==> config.mk <==
export PLATFORM = sky130hd
export DESIGN_NAME = demux_1_to_4_buf
export DESIGN_NICKNAME = d
export VERILOG_FILES = /design/src/rtl/demux_1_to_4_buf_pkg.sv /design/src/rtl/demux_lane_fifo.sv /design/src/rtl/demux_1_to_4_buf.sv
export SDC_FILE = /design/constraint.sdc
export NUM_CORES = 1
export LEC_CHECK = 0
export CAP_MARGIN = 20
export CORE_ASPECT_RATIO = 0.9
export CORE_MARGIN = 2
export CORE_UTILIZATION = 35
export CTS_CLUSTER_DIAMETER = 150
export CTS_CLUSTER_SIZE = 14
export DETAILED_ROUTE_END_ITERATION = 6
export PLACE_DENSITY = 0.61
export SLEW_MARGIN = 20
export SYNTH_ARGS = -nofsm -noshare
export SYNTH_HDL_FRONTEND = slang
export SYNTH_SLANG_ARGS = --single-unit
==> constraint.sdc <==
create_clock -name clk -period 6.3 [get_ports clk]
set_clock_uncertainty 0.2 [all_clocks]
set_input_delay 0.945 -clock clk [delete_from_list [all_inputs] [get_ports clk]]
set_output_delay 0.945 -clock clk [all_outputs]
set_load 0.02 [all_outputs]
==> src/rtl/demux_1_to_4_buf_pkg.sv <==
// Shared settings for the word mux/demux family: default word width and lane encodings.
// Imported by the 1:4 buffered demux and its per-lane FIFO.
package demux_1_to_4_buf_pkg;

   localparam int WORD_WIDTH_DEFAULT = 32;
   localparam int NUM_LANES          = 4;

   localparam logic [1:0] LANE1 = 2'b00;
   localparam logic [1:0] LANE2 = 2'b01;
   localparam logic [1:0] LANE3 = 2'b10;
   localparam logic [1:0] LANE4 = 2'b11;

   function automatic logic [NUM_LANES-1:0] lane_decode(input logic [1:0] sel);
      logic [NUM_LANES-1:0] onehot;
      onehot = '0;
      onehot[sel] = 1'b1;
      return onehot;
   endfunction

endpackage

==> src/rtl/demux_lane_fifo.sv <==
// Two-entry FIFO for one demux lane: register pair with 1-bit wrapping pointers and a 2-bit count.
// The head word is read combinationally from the entry at the read pointer.
module demux_lane_fifo
   import demux_1_to_4_buf_pkg::*;
#(
   parameter int WORD_WIDTH = WORD_WIDTH_DEFAULT,
   parameter int DEPTH      = 2
) (
   input  logic                  clk,
   input  logic                  rst_n,
   input  logic                  push,
   input  logic [WORD_WIDTH-1:0] push_data,
   input  logic                  pop,
   output logic [WORD_WIDTH-1:0] head_data,
   output logic [1:0]            count
);

   localparam logic [1:0] FULL = 2'(DEPTH);

   logic [WORD_WIDTH-1:0] mem [2];
   logic                  wr_ptr;
   logic                  rd_ptr;

   always_ff @(posedge clk) begin
      if (!rst_n) begin
         for (int i = 0; i < 2; i++) begin
            mem[i] <= '0;
         end
         wr_ptr <= 1'b0;
         rd_ptr <= 1'b0;
         count  <= 2'd0;
      end else begin
         // On a full lane a simultaneous push overwrites the slot being popped this edge.
         if (push) begin
            mem[wr_ptr] <= push_data;
            wr_ptr      <= ~wr_ptr;
         end
         if (pop) begin
            rd_ptr <= ~rd_ptr;
         end
         case ({push, pop})
            2'b10:   count <= count + 2'd1;
            2'b01:   count <= count - 2'd1;
            default: count <= count;
         endcase
      end
   end

   assign head_data = mem[rd_ptr];

   always_ff @(posedge clk) begin
      if (rst_n) begin
         assert (count <= FULL)
            else $error("lane fifo count above depth");
         assert (!(pop && count == 2'd0))
            else $error("lane fifo popped while empty");
         assert (!(push && !pop && count == FULL))
            else $error("lane fifo pushed while full");
      end
   end

endmodule

==> src/rtl/demux_1_to_4_buf.sv <==
// Buffered 1:4 word demux: routes one valid/ready stream to four lanes, each with its own 2-entry FIFO.
// A stalled consumer blocks only its own lane; in_ready looks at the selected lane only.
module demux_1_to_4_buf
   import demux_1_to_4_buf_pkg::*;
#(
   parameter int WORD_WIDTH = WORD_WIDTH_DEFAULT,
   parameter int DEPTH      = 2
) (
   input  logic                  clk,
   input  logic                  rst_n,
   input  logic                  in_valid,
   input  logic [1:0]            in_sel,
   input  logic [WORD_WIDTH-1:0] in_data,
   output logic                  in_ready,
   output logic [3:0]            out_valid,
   output logic [4*WORD_WIDTH-1:0] out_data,
   input  logic [3:0]            out_ready,
   output logic [7:0]            out_count
);

   localparam logic [1:0] LANE_FULL = 2'(DEPTH);

   logic [1:0]           lane_count [NUM_LANES];
   logic [NUM_LANES-1:0] sel_onehot;
   logic [NUM_LANES-1:0] lane_push;
   logic [NUM_LANES-1:0] lane_pop;
   logic                 accept;

   // A full lane still accepts when its head leaves on the same edge.
   assign in_ready   = rst_n && ((lane_count[in_sel] < LANE_FULL) || out_ready[in_sel]);
   assign accept     = in_valid && in_ready;
   assign sel_onehot = lane_decode(in_sel);
   assign lane_push  = accept ? sel_onehot : '0;
   assign lane_pop   = out_valid & out_ready;

   for (genvar i = 0; i < NUM_LANES; i++) begin : g_lane
      demux_lane_fifo #(
         .WORD_WIDTH (WORD_WIDTH),
         .DEPTH      (DEPTH)
      ) u_fifo (
         .clk       (clk),
         .rst_n     (rst_n),
         .push      (lane_push[i]),
         .push_data (in_data),
         .pop       (lane_pop[i]),
         .head_data (out_data[i*WORD_WIDTH +: WORD_WIDTH]),
         .count     (lane_count[i])
      );

      assign out_valid[i]        = (lane_count[i] != 2'd0);
      assign out_count[2*i +: 2] = lane_count[i];
   end

endmodule

==> results of run 1 <==
## layout make-up
type | count | area [µm²] | share of cell area
Sequential cell | 276 | 8090 | 0.535
Multi-Input combinational cell | 476 | 3870 | 0.256
Timing Repair Buffer | 198 | 1940 | 0.128
Clock buffer | 32 | 631 | 0.0417
Tap cell | 462 | 578 | 0.0382
Inverter | 6 | 22.5 | 0.00149
## how the worst max path moves through the flow
stage	slack, ns	end	depth (start not counted)	from
2_1_floorplan	1.61	g_lane[1].u_fifo.mem[0][0]	4	in_sel[0]
3_3_place_gp	2.23	in_ready	5	out_ready[3]
3_5_place_dp	2.24	in_ready	5	out_ready[3]
4_1_cts	2.23	in_ready	5	out_ready[3]
5_1_grt	2.10	in_ready	5	rst_n
6_report	2.23	in_ready	5	out_ready[3]
## worst reg2reg max path, stage by stage (launching register included)
cell and delay, ns:
dfxtp_1 0.37, and2b_1 0.28, or3_1 0.51, o21ai_4 0.41, buf_4 0.45
## where the power goes
part           total, mW  switching (mW)  internal (mW)
Sequential          2.15          0.0641           2.09
Clock               1.29           0.603          0.689
Combinational      0.575           0.300          0.274
## cell usage after synthesis
library cell  instances  area, µm²
or3_1                 9       56.3
nand3b_1              1       7.51
buf_6                15        169
nand2_4               1       11.3
mux2i_1               1       10.0
inv_2                 1       3.75
nor4b_4               2       47.6
mux2_1               11        124
xnor2_1               8       70.1
mux4_2                1       22.5
inv_1                 5       18.8
a21o_1                3       22.5
nand3_4               1       17.5
ha_1                  4       50.1
nor4_4                6        128
o21ai_0              12       60.1
nor2b_1               2       12.5
or2_2                 4       25.0
and2b_1               2       15.0
a21oi_1               4       20.0
nand2b_1              2       12.5
clkbuf_1              7       26.3
or4_1                 1       7.51
nor2_1               17       63.8
or3b_1                1       8.76
and2_1              256       1600
buf_2                22        110
o21a_1                4       30.0
nand2_1               2       7.51
edfxtp_1            256       7690
xor2_1                4       35.0
mux2_2              117       1320
dfxtp_1              20        400
## metal layers
layer | track usage | part of all wire
met1 | 0.225 | 0.46
met2 | 0.272 | 0.47
met3 | 0.0319 | 0.052
met4 | 0.0296 | 0.018
met5 | 0 | 0
## cells by family (layout without fill, tap and decap cells)
group                      after synthesis  in the layout  synth area share
and+or+nand+nor                        307            307             0.166
DFF                                    276            276             0.663
muxes                                  130            130             0.121
buffers and inverters                   50            236            0.0269
AOI/OAI and AO/OA                       23             23            0.0109
xor gates and xnor gates                12             12           0.00862
adders and majority gates                4              4           0.00410
## flip-flops by register name, indices dropped and copies added (netlist names), named ones only
name / flops
g_lane.u_fifo.mem: 256
g_lane.u_fifo.count: 8
g_lane.u_fifo.rd_ptr: 4
g_lane.u_fifo.wr_ptr: 4
==> flow_summary.yaml, run 1 <==
setup_path:
  cpLargestDelayFamily: "buffers and inverters"
  worst-path-buf-inv: 2
  cp_max_fo: 5
  r2r-start: "g_lane[3].u_fifo.count[1]"
  cpPeakStageDelay_ns: 0.62
  r2r-end: "g_lane[3].u_fifo.mem[0][8]"
  start_kind: "input pin"
  crit_slowest_cell: "clkdlybuf4s50_1"
  regToRegSetupSlack_ns: 3.72
  worst_setup_path_end_kind: "primary output"
  worstRegToRegCells: 4
  crit_chain: "clkdlybuf4s50_1, and2b_1, mux4_2, nor2_1, clkdlybuf4s50_1"
  worstPathRequired_ns: 5.15
  worstSetupPathType: "in -> out"
  arrival_ns: 2.92
  cpMostUsedCell: "clkdlybuf4s50_1"
outcome:
  status: "complete, no violations"
global_route:
  grt_overflow: 0
  antenna_found_initial: 1
  grt_pass1_vias: 7179
  grt_pass1_wl_um: 45000
  grt_max_degree: 34
  grt_usage: 0.164
clocking:
  clk_pin_slew_ns: 0.07
  cts_num_sinks: 276
  numCtsBuffers: 23
  clk_latency_ns: 0.51
  cts_tree: "done"
  h-tree-depth: 1
  cts_root_buf: "clkbuf_16"
  ctsResizeCount: 0
  cts_hold_buf: 0
  cts_max_path_buffers: 3
  cts_setup_buffers: 0
yosys:
  syn_area_per_cell_um2: 15.2
  synth_nets: 847
  synthCells: 802
  yosysSeqAreaShare: 0.663
  yosys.cell_types.count: 33
  syn_area_um2: 12200
  yosysWarnings: 0
  ys_seq_elements: 276
pwr:
  fin_total_pwr_mw: 4.02
  ir_worst_vdd_mv: 0.172
  power.leakage_nw: 5.48
  power_density_nw_per_um2: 266
floorplanning:
  core.rowCount: 64
  die_x_um: 201
  die_h_um: 181
  coreArea_um2: 34200
  start_util: 0.357
  pin_count: 182
  dieArea_um2: 36400
detailed_routing:
  first_iter_violations: 361
  first_pass_iters: 5
  via_count: 6892
  viasPerCell: 4.75
  drc: 0
  ant_nets: 0
  avgRoutedWirePerCell_um: 20.6
  drt-total-wl_um: 29900
sta:
  fin_crit_ns: 4.07
  setup_viol_count_final: 0
  tightest_slew_ns: 1.03
  hold_slack_ns: 0.312
  fin_setup_tns_ns: 0
  post-route-period-util: 0.646
  maxSlewViolCount: 0
  rsz0062_at_grt: "no"
  worst_slack_ns: 2.23
  max_freq_mhz: 246
  max-slew-margin-rel: 0.311
  final-hold-violation-count: 0
placement:
  post_dp_cell_area_um2: 14500
  io_buffers: 181
  dp_hpwl_um: 18200
  place_inst: 1418
  pre_cts_ws_ns: 2.24
  gp_congestion: 0.762
finish:
  final_util: 0.443
  syn2layout_area_growth_pct: 24.1
  final_cell_mix: "256 x and2_1, 256 x edfxtp_1, 181 x clkdlybuf4s50_1, 117 x mux2_2, 24 x clkbuf_16"
  diodes: 0
  final_cell_area_um2: 15100
  fin_cells: 1450
  fillers: 3091
  drive_gt1_frac: 0.188
  fin_nets: 1026
min_path:
  hp-class: "reg -> reg"
  hold_start: "g_lane[0].u_fifo.rd_ptr"
  holdPathStages: 2
job:
  maxCapViolCount: 0
(Power assumes the default switching activity.)
==> inputs of run 2 (changes only) <==
--- a/config.mk
+++ b/config.mk
@@ -12,7 +12,7 @@
 export CTS_CLUSTER_DIAMETER = 150
 export CTS_CLUSTER_SIZE = 14
 export DETAILED_ROUTE_END_ITERATION = 6
-export PLACE_DENSITY = 0.61
+export PLACE_DENSITY = 0.63
 export SLEW_MARGIN = 20
 export SYNTH_ARGS = -nofsm -noshare
 export SYNTH_HDL_FRONTEND = slang
==> constraint.sdc (replaced) <==
create_clock -name clk -period 3.7 [get_ports clk]
set_clock_uncertainty 0.2 [all_clocks]
set_input_delay 0.555 -clock clk [delete_from_list [all_inputs] [get_ports clk]]
set_output_delay 0.555 -clock clk [all_outputs]
set_load 0.02 [all_outputs]
==> run 2 against run 1 <==
Effect of this change:
- sequential share of layout area is 0.34 points lower
- register-to-register slack worse by 2.3 ns
- worst hold slack better by 0.0042 ns
- worst setup slack lost 1.8 ns
- largest cell class unchanged
- die area is the same
- total power rose by 71%
- highest routed layer unchanged
- flip-flop and latch count stayed put
- clock power increased by 71%
- sequential power increased by 70%
- cell count up 0.28%
==> flow_summary.yaml, run 2 (same netlist as run 1, synthesis figures left out) <==
outcome:
  status: "complete, no violations"
sta:
  post-route-period-util: 0.889
  max-slew-margin-rel: 0.394
  max_freq_mhz: 304
  worst_slack_ns: 0.410
  maxSlewViolCount: 0
  tightest_slew_ns: 0.909
  fin_setup_tns_ns: 0
  rsz0062_at_grt: "no"
  setup_viol_count_final: 0
  final-hold-violation-count: 0
  fin_crit_ns: 3.29
floorplanning:
  core.rowCount: 64
  pin_count: 182
  start_util: 0.357
  dieArea_um2: 36400
  coreArea_um2: 34200
  die_x_um: 201
  die_h_um: 181
finish:
  final_cell_mix: "256 x and2_1, 256 x edfxtp_1, 181 x clkdlybuf4s50_1, 117 x mux2_2, 23 x clkbuf_16"
  largest_register_ffs: 256
  final_util: 0.446
  fin_cells: 1454
  top_regs: "g_lane.u_fifo.mem (256), g_lane.u_fifo.count (8)"
  diodes: 0
  regMostFlops: "g_lane.u_fifo.mem"
  drive_gt1_frac: 0.192
  syn2layout_area_growth_pct: 24.9
  fin_nets: 1030
clocking:
  cts_max_path_buffers: 3
  cts_root_buf: "clkbuf_16"
  cts_tree: "done"
  clk_latency_ns: 0.51
  clk_pin_slew_ns: 0.07
  h-tree-depth: 1
  numCtsBuffers: 23
  ctsResizeCount: 0
  cts_setup_buffers: 0
  cts_num_sinks: 276
  cts_hold_buf: 0
pwr:
  power_density_nw_per_um2: 450
  ir_worst_vdd_mv: 0.240
  power.leakage_nw: 5.53
setup_path:
  cpPeakStageDelay_ns: 0.61
  cp_max_fo: 5
  r2r-end: "g_lane[2].u_fifo.mem[1][11]"
  worstSetupPathType: "in -> out"
  worstRegToRegCells: 4
  crit_chain: "clkdlybuf4s50_1, and2b_1, mux4_2, nor2_1, clkdlybuf4s50_1"
  r2r-start: "g_lane[2].u_fifo.count[1]"
  arrival_ns: 2.54
  worst_setup_path_end_kind: "primary output"
  regToRegSetupSlack_ns: 1.40
  start_kind: "input pin"
  cpMostUsedCell: "clkdlybuf4s50_1"
  crit_slowest_cell: "clkdlybuf4s50_1"
  worstPathRequired_ns: 2.94
min_path:
  hold_start: "g_lane[1].u_fifo.rd_ptr"
  min_to: "g_lane[1].u_fifo.rd_ptr"
  hp-class: "reg -> reg"
  holdPathStages: 2
detailed_routing:
  via_count: 6709
  first_pass_iters: 5
  drt-total-wl_um: 28300
  first_iter_violations: 319
  avgRoutedWirePerCell_um: 19.5
  drc: 0
  ant_nets: 0
  viasPerCell: 4.61
placement:
  io_buffers: 181
  gp_congestion: 0.713
  pre_cts_ws_ns: 0.434
  dp_hpwl_um: 18300
  place_inst: 1422
job:
  maxCapViolCount: 0
global_route:
  grt_overflow: 0
  grt_pass1_vias: 6811
  antenna_found_initial: 0
  grt_max_degree: 34
  grt_usage: 0.156
  grt_pass1_wl_um: 42900
==> run 2: changes by cell type in the layout (fill, tap and decap cells not counted) <==
cell,before,now
buf_12,0,5
buf_4,17,16
bufinv_16,0,1
clkbuf_16,24,23
==> run 2: final cells by class <==
| cell class | count | area [µm²] |
|---|---|---|
| sequential | 276 | 8090 |
| timing repair buffer | 202 | 2030 |
| inverter | 6 | 22.5 |
| clock inverter | 1 | 30.0 |
| clock buffer | 31 | 606 |
| fill | 3047 | 19000 |
| multi-input combinational | 476 | 3870 |
| tap | 462 | 578 |
==> run 2: critical path, delay by kind of cell <==
| kind | cells | cell delay, ns |
|---|---|---|
| buffers and inverters | 2 | 1.08 |
| multiplexers | 1 | 0.50 |
| AND/OR/NAND/NOR | 2 | 0.39 |
==> run 2: report_power, final <==
group          switching (mW)  total (mW)  internal (mW)
sequential             0.0884        3.65           3.56
clock                    1.01        2.21           1.20
combinational           0.525        1.00          0.479
==> run 2: worst max path at each step <==
stage / startpoint / slack [ns] / cells after the start / to
CTS: register / 0.40 / 3 / out_data[88]
detailed placement: out_ready[3] / 0.43 / 5 / in_ready
global placement: out_ready[3] / 0.40 / 5 / in_ready
finish: out_ready[3] / 0.41 / 5 / in_ready
global route: register / 0.35 / 3 / out_data[88]
floorplan: in_sel[0] / -0.60 / 4 / g_lane[1].u_fifo.mem[0][0]
==> run 2: routing by layer <==
layer  track usage  part of all wire  wire [µm]  up-vias
li1              -                 -          -     3193
met1         0.209              0.45      12600     3342
met2         0.265              0.49      13800      145
met3        0.0305             0.051       1450       29
met4        0.0296             0.016        445        0
met5             0                 0          0        -
==> run 2: metrics by stage <==
stage          total power, mW  hold WS, ns  area, µm²
6_report                  6.86        0.317      15200
5_1_grt                   7.12        0.341      15200
4_1_cts                   6.95        0.316      15200
3_5_place_dp              4.74        0.299      14600
3_3_place_gp              4.73        0.292      14600
2_1_floorplan             4.22        0.260      12200
